### config.mk
export PLATFORM = sky130hd
export DESIGN_NAME = es_string_store_engine
export DESIGN_NICKNAME = d
export VERILOG_FILES = /design/src/rtl/es_string_store_engine.sv
export SDC_FILE = /design/constraint.sdc
export NUM_CORES = 1
export LEC_CHECK = 0
export ABC_AREA = 1
export CELL_PAD_IN_SITES_DETAIL_PLACEMENT = 0
export CELL_PAD_IN_SITES_GLOBAL_PLACEMENT = 1
export CORE_AREA = 3 3 219 114
export CTS_CLUSTER_DIAMETER = 30
export DETAILED_ROUTE_END_ITERATION = 16
export DIE_AREA = 0 0 222 117
export PLACE_DENSITY = 0.72
export SETUP_SLACK_MARGIN = 0.5
export SYNTH_ARGS = -nofsm -noshare
export SYNTH_HDL_FRONTEND = slang
export SYNTH_SLANG_ARGS = --single-unit
### constraint.sdc
create_clock -name clk -period 2.7 [get_ports clk]
set_clock_uncertainty 0.2 [all_clocks]
set_input_delay 0.405 -clock clk [delete_from_list [all_inputs] [get_ports clk]]
set_output_delay 0.405 -clock clk [all_outputs]
set_load 0.02 [all_outputs]
### src/rtl/es_string_store_engine.sv
// es_string_store_engine: memory side of STOSB/STOSW (optionally REP), writing AL/AX to ES:DI
// and returning updated DI/CX through one-cycle write strobes.
module es_string_store_engine #(
  parameter int BUS_TIMEOUT = 16
) (
  input  logic        clk,
  input  logic        rst_n,
  input  logic        start,
  input  logic        word,
  input  logic        rep,
  input  logic        df,
  input  logic        irq_pend,
  input  logic [15:0] es_q,
  input  logic [15:0] di_in,
  input  logic [15:0] cx_in,
  input  logic [15:0] ax_in,
  input  logic        mem_ack,
  output logic        mem_req,
  output logic [19:0] mem_addr,
  output logic [15:0] mem_wdata,
  output logic [1:0]  mem_be,
  output logic [15:0] di_out,
  output logic        di_we,
  output logic [15:0] cx_out,
  output logic        cx_we,
  output logic        busy,
  output logic        done,
  output logic        susp,
  output logic        err
);
  typedef enum logic [2:0] {IDLE, CHECK, REQ_LO, REQ_HI, UPDATE, FINISH} state_t;
  state_t      state;
  logic [15:0] es, di, cx, ax;
  logic        w, d, r;
  logic [7:0]  tmo;
  logic [15:0] step, di_nx, lo_wdata;
  logic [19:0] addr_lo, addr_hi;
  logic [1:0]  lo_be;
  logic        ack, tmo_hit, stop;
  assign step     = w ? 16'd2 : 16'd1;
  assign di_nx    = d ? di - step : di + step;
  assign addr_lo  = {es, 4'h0} + {4'h0, di};
  assign addr_hi  = {es, 4'h0} + {4'h0, di + 16'd1};
  assign lo_wdata = (w && !di[0]) ? ax : {ax[7:0], ax[7:0]};
  assign lo_be    = (w && !di[0]) ? 2'b11 : di[0] ? 2'b10 : 2'b01;
  assign ack      = mem_req && mem_ack;
  assign tmo_hit  = tmo == 8'(BUS_TIMEOUT - 1);
  // CHECK only skips on REP with CX=0; UPDATE continues only while REP, CX!=0 and no IRQ
  assign stop     = (state == CHECK) ? (r && cx == 16'd0) : !(r && cx != 16'd0 && !irq_pend);
  assign di_out   = di;
  assign cx_out   = cx;
  always_ff @(posedge clk or negedge rst_n)
    if (!rst_n) begin
      state     <= IDLE;
      es        <= '0;
      di        <= '0;
      cx        <= '0;
      ax        <= '0;
      w         <= 1'b0;
      d         <= 1'b0;
      r         <= 1'b0;
      tmo       <= '0;
      mem_req   <= 1'b0;
      mem_addr  <= '0;
      mem_wdata <= '0;
      mem_be    <= '0;
      di_we     <= 1'b0;
      cx_we     <= 1'b0;
      busy      <= 1'b0;
      done      <= 1'b0;
      susp      <= 1'b0;
      err       <= 1'b0;
    end else begin
      di_we <= 1'b0;
      cx_we <= 1'b0;
      done  <= 1'b0;
      err   <= 1'b0;
      case (state)
        IDLE: if (start) begin
          es    <= es_q;
          di    <= di_in;
          cx    <= cx_in;
          ax    <= ax_in;
          w     <= word;
          d     <= df;
          r     <= rep;
          busy  <= 1'b1;
          susp  <= 1'b0;
          state <= CHECK;
        end
        CHECK, UPDATE: if (stop) begin
          done  <= 1'b1;
          susp  <= r && cx != 16'd0;
          state <= FINISH;
        end else begin
          mem_req   <= 1'b1;
          mem_addr  <= addr_lo;
          mem_wdata <= lo_wdata;
          mem_be    <= lo_be;
          tmo       <= '0;
          state     <= REQ_LO;
        end
        REQ_LO, REQ_HI: if (ack) begin
          tmo <= '0;
          if (state == REQ_LO && w && di[0]) begin
            mem_addr  <= addr_hi;
            mem_wdata <= {ax[15:8], ax[15:8]};
            mem_be    <= 2'b01;
            state     <= REQ_HI;
          end else begin
            mem_req <= 1'b0;
            di      <= di_nx;
            di_we   <= 1'b1;
            cx      <= r ? cx - 16'd1 : cx;
            cx_we   <= r;
            state   <= UPDATE;
          end
        end else if (tmo_hit) begin
          mem_req <= 1'b0;
          err     <= 1'b1;
          busy    <= 1'b0;
          tmo     <= '0;
          state   <= IDLE;
        end else begin
          tmo <= tmo + 8'd1;
        end
        FINISH: begin
          busy  <= 1'b0;
          susp  <= 1'b0;
          state <= IDLE;
        end
        default: state <= IDLE;
      endcase
    end
endmodule
Word-level counts from Yosys, hierarchy flattened:

Index checks and enable logic that the tools add are counted.

* $add $sub $neg: 7
* equal/unequal tests: 17
* mux-type cells: 59
* reduce and logical (&&, ||, !) cells: 28

Operators with widths (number)
* 16-bit 2-to-1 mux: 12
* 16-bit one-hot mux with 2 select lines: 3
* 20-bit 2-to-1 mux: 3
* 20-bit by 16-bit adder with 20-bit output: 2
* 20-bit one-hot mux with 2 select lines: 1
* 8-bit 2-to-1 mux: 3
* 1-bit 2-to-1 mux: 20
* 2-bit != test, second input constant: 9
* 16-bit by 1-bit adder with 16-bit output, second input constant: 1
* 16-bit by 2-bit adder with 16-bit output: 1
* 16-bit logical NOT: 1
* 8-bit one-hot mux with 2 select lines: 1
* 4-bit AND reduction: 4
* 16-bit nonzero test: 1
* 16-bit by 1-bit subtractor with 16-bit output, second input constant: 1
* 16-bit by 2-bit subtractor with 16-bit output: 1
* 3-bit 2-to-1 mux: 5
* 2-bit 2-to-1 mux: 6
* 3-bit one-hot mux with 3 select lines: 1
* 8-bit by 1-bit adder with 8-bit output, second input constant: 1
* 8-bit by 4-bit equality test with 1-bit output, second input constant: 1
* 1-bit logical AND: 7
* 3-bit by 2-bit equality test with 1-bit output, second input constant: 2
* 3-bit equality test, second input constant: 2
* 13 further kinds: 22

* flip-flop bits (word level): 123
* bits of input ports: 72
* output and inout bits: 77
* logic and storage cells: 130

Longest topological paths before layout:

* depth in word-level cells: 7
* mapped depth: 22

Worst setup path after synthesis:

Ideal clock, no wire load.

* path type: reg-to-reg
* start: register di[0] (netlist: di_out[0])
* end: register mem_addr[17]
* arrival: 2.482 ns
* data required time: 2.383 ns
* slack: -0.099 ns
* stages on the path, launching flop included: 20
* path buffers: 0
* period minus slack after synthesis: 2.799 ns
* cells stage by stage: dfrtp_1 ha_1 nand2_4 nor2_4 nand4_2 nor3_4 nand2_1 nand2_1 nand2_1 ha_1 nand2_1 inv_1 a21oi_1 nor2_1 nor2_1 nand2_1 nand2_1 nand2_1 nand2_1 nand2_1

* word-level cells in the longest chain between the ends: 5
* elaborated cells on any way between the ends: 10
* those cells by class: add/sub: 3; eq/ne: 1; mux: 4; reduce/logical: 2

RTL lines
* start: declaration: RTL line 33 `logic [15:0] es, di, cx, ax;`
* start signal: assignment: RTL line 81 `di <= di_in;`
* start signal: assignment: RTL line 112 `di <= di_nx;`
* 16-bit by 1-bit adder with 16-bit output: RTL line 43 `assign addr_hi = {es, 4'h0} + {4'h0, di + 16'd1};`
* 20-bit by 16-bit adder with 20-bit output: RTL line 43
* 20-bit 2-to-1 mux: RTL line 105 `if (state == REQ_LO && w && di[0]) begin`
* 20-bit 2-to-1 mux: RTL line 103 `REQ_LO, REQ_HI: if (ack) begin`
* 20-bit one-hot mux with 2 select lines: RTL line 78 `case (state)`
* end signal: assignment: RTL line 97 `mem_addr <= addr_lo;`
* end signal: assignment: RTL line 106 `mem_addr <= addr_hi;`
* end: declaration: RTL line 19 `output logic [19:0] mem_addr,`

Parallel ways exist; a longest one is shown, timed or not. The select of a mux whose other input is x is not followed.
A chain may end at the register's enable or synchronous reset.

Final worst setup path:

* start: register state[2]
* end: register mem_addr[17]

* word-level cells in the longest chain between the ends: 5
* elaborated cells on any way between the ends: 15
* those cells by class: eq/ne: 7; mux: 2; reduce/logical: 6

RTL lines
* start: declaration: RTL line 32 `state_t state;`
* start signal: assignment: RTL line 54 `state <= IDLE;`
* start signal: assignment: RTL line 89 `state <= CHECK;`
* start signal: assignment: RTL line 94 `state <= FINISH;`
* 3-bit by 2-bit equality test with 1-bit output: RTL line 78, 105
* 1-bit logical AND (2 in a row): RTL line 105
* 2-bit != test (no source line)
* 4-bit AND reduction (no source line)

Parallel ways exist; a longest one is shown, timed or not.

==> reports/metrics.csv <==
metric,value,unit
CTS tree,yes,
fraction of layout cells with a size suffix above 1,22.4,%
Least-Margin Pin Slew,0.637,ns
critical path class,reg2reg,
global placer's final weighted congestion,0.848,
relative slew slack,57.5,%
clk_lat worst skew,0.44,ns
post-DR vias/cell,4.86,
CP max FO,5,
router iterations before antenna repair,4,
DIE AREA,26000,um2
Synth Register Bits,123,
DR vias,7705,
synthesized cell area,7790,um2
maxcap violations,0,
Crit. End Element,flip-flop,
"EDFF count, synth",0,
failing checks,setup timing,
Avg Synthesized Cell Area,7.37,um2
Worst R2R Start,state[2],
Startpoint Class,flip-flop,
run status,finished with violations,
H-tree depth,4,
clk buf depth,2,
core area,22900,um2
clock sinks,123,
Max rail drop VDD,0.579,mV
"Hold Vio Cnt, Final",0,
Leak Pwr,0.00557,uW
largest net degree at the start of global routing,48,
dpl cells,1513,
final core occ,50.6,%
initial antenna violation count,0,
GRT Resource Usage Total,18.8,%
Non-Filler Instances,1587,
"reg-to-reg slack, setup",-0.05,ns
Worst EP required,2.83,ns
GRT Residual Overflow,0,
n_diodes,0,
drc violations,0,
fin crit share,102,%
synth-to-layout area growth,48.7,%
io pins,149,
Die Ht,117,um
hold_ws,0.278,ns
RSZ-0062 raised after global routing,yes,
first-pass GRT wire length,39.0,mm
Final Critical Period,2.75,ns
die width,222,um
Root Driver,clkbuf_16,
asr flop ratio synth,100,%
Clock transition at path regs,0.06,ns
Post-DP HPWL,17.5,mm
number of synthesis warnings,0,
I/O Buffers,148,
final wirelength,25.4,mm
Worst R2R Path Depth,17,
Most used DFF post-synth,dfrtp_1,
Max Fclk,364,MHz
number of buffers created by CTS,17,
Max Slew Vio Count,0,
DP Worst Slack,-0.170,ns
arrival time worst endpoint,2.87,ns
Iter 0 DRT Violations,488,
vias in the first global route,7382,
reg2reg end,mem_addr[17],
Final Worst Setup Slack,-0.0451,ns
register area share after synthesis,39.5,%
antenna violation net count after detailed routing,0,
Finish-stage setup viols,8,
WL/cell,16.0,um
synthesized instance count,1056,
Std-Cell Rows,39,
Initial Utilization,34.0,%
post-synthesis cell type count,42,
syn nets,1161,
Pwr Density,1490,nW/um2
layout net count,1374,
worst hold path class,in2async,
## sequential cells by signal, summed over array words and instances, names as in the netlist
signal,count
cx_we,1
di_out,16
es,16
cx_out,16
mem_addr,20
tmo,8
d,1
done,1
err,1
susp,1
w,1
r,1
mem_wdata,16
busy,1
di_we,1
state,3
ax,16
mem_be,2
mem_req,1
## critical path: stages, from the launching register on
cell     delay, ns
dfrtp_1       0.43
nor2_4        0.16
nand2_4       0.06
nor2_4        0.11
nand4_4       0.10
nor3_4        0.29
xor2_2        0.22
ha_1          0.26
nand2_1       0.08
nand2_2       0.08
a21oi_2       0.17
nor2_1        0.07
nor2_2        0.14
nand2_1       0.07
nand2_1       0.05
nand2_1       0.04
nand2_1       0.05
nand2_1       0.05
## what timing repair did
action	in CTS	in global routing
gates resized for setup	60	120
pin swaps	27	45
gates cloned	1	3
buffers inserted	14	25
setup endpoints to repair	85	81
hold endpoints to repair	32	0
hold buffers	1	0
## through the flow
stage,area [um2],total power [uW],setup TNS [ns]
after global routing,11600,18700,-1.97
after floorplan,7870,9570,0
after CTS,10800,15700,-0.0385
after global placement,9860,12700,-1.11
final,11600,17300,-0.222
after detailed placement,9860,12800,-3.00
## where the power goes
part,leakage (uW),internal [uW],switching (uW)
Clock,0.000258,1260,926
Combinational,0.00382,5010,6630
Sequential,0.00149,2730,733
Total,0.00557,9000,8290
## worst max path at each step
stage              from            to  slack, ns
2_1_floorplan  state[1]  mem_addr[17]       0.08
3_3_place_gp   state[2]  mem_addr[18]      -0.16
3_5_place_dp   state[2]  mem_addr[18]      -0.17
4_1_cts        state[2]  mem_addr[17]      -0.02
5_1_grt        state[2]  mem_addr[19]      -0.24
6_report       state[2]  mem_addr[17]      -0.05
## final cells by class
| class | instances | area [um2] |
|---|---|---|
| Tap cell | 307 | 384 |
| Clock inverter | 13 | 123 |
| Fill cell | 2205 | 11300 |
| Multi-Input combinational cell | 782 | 4830 |
| Sequential cell | 123 | 3080 |
| Timing Repair Buffer | 227 | 2280 |
| Inverter | 118 | 460 |
| Clock buffer | 17 | 425 |
## cell usage after synthesis (all sizes together), types with 2 or more instances
| library cell | number | area share [%] |
|---|---|---|
| nor2 | 95 | 5.0 |
| xnor2 | 5 | 0.56 |
| or2 | 7 | 0.56 |
| dfrtp | 123 | 40 |
| nand3b | 2 | 0.19 |
| ha | 31 | 5.0 |
| mux2 | 20 | 2.9 |
| clkbuf | 14 | 0.67 |
| buf | 20 | 1.9 |
| a31oi | 3 | 0.24 |
| and2 | 3 | 0.24 |
| o21bai | 2 | 0.19 |
| nand3 | 100 | 6.5 |
| xor2 | 23 | 2.6 |
| o21a | 2 | 0.19 |
| fa | 2 | 0.51 |
| nand2 | 328 | 16 |
| o211ai | 6 | 0.58 |
| o21ai | 66 | 4.2 |
| nor3 | 9 | 0.72 |
| nand4 | 16 | 1.4 |
| o22ai | 7 | 0.56 |
| inv | 118 | 5.7 |
| a21oi | 50 | 3.2 |
## cells in the final DEF, fill, tap and decap left out, types with 11 or more instances in the layout
master	n
xor2_1	14
clkbuf_16	19
ha_4	19
mux2_2	20
inv_1	107
clkdlybuf4s50_1	133
nor2_2	11
dfrtp_1	119
buf_4	61
nand2_1	285
o21ai_1	11
nand3_1	87
o21ai_0	52
nand4_1	14
nor2_1	76
nand3_2	12
a21oi_1	35
nand2_2	31
## per-layer routing
layer	vias up	GRT usage (%)	routed length (um)	part of all wire, %
li1	3845	-	-	-
met1	3694	26.0	12400	49
met2	146	30.8	11900	47
met3	20	4.21	909	3.6
met4	0	3.96	243	0.96
met5	-	0	0	0
## kinds of logic after synthesis
group / synth area share (%)
and+or+nand+nor: 31.2
AOI/OAI and AO/OA: 9.43
DFF: 39.5
adders and majority gates: 5.50
muxes: 2.89
buffers and inverters: 8.29
xor gates and xnor gates: 3.15
(Power assumes the default switching activity.)
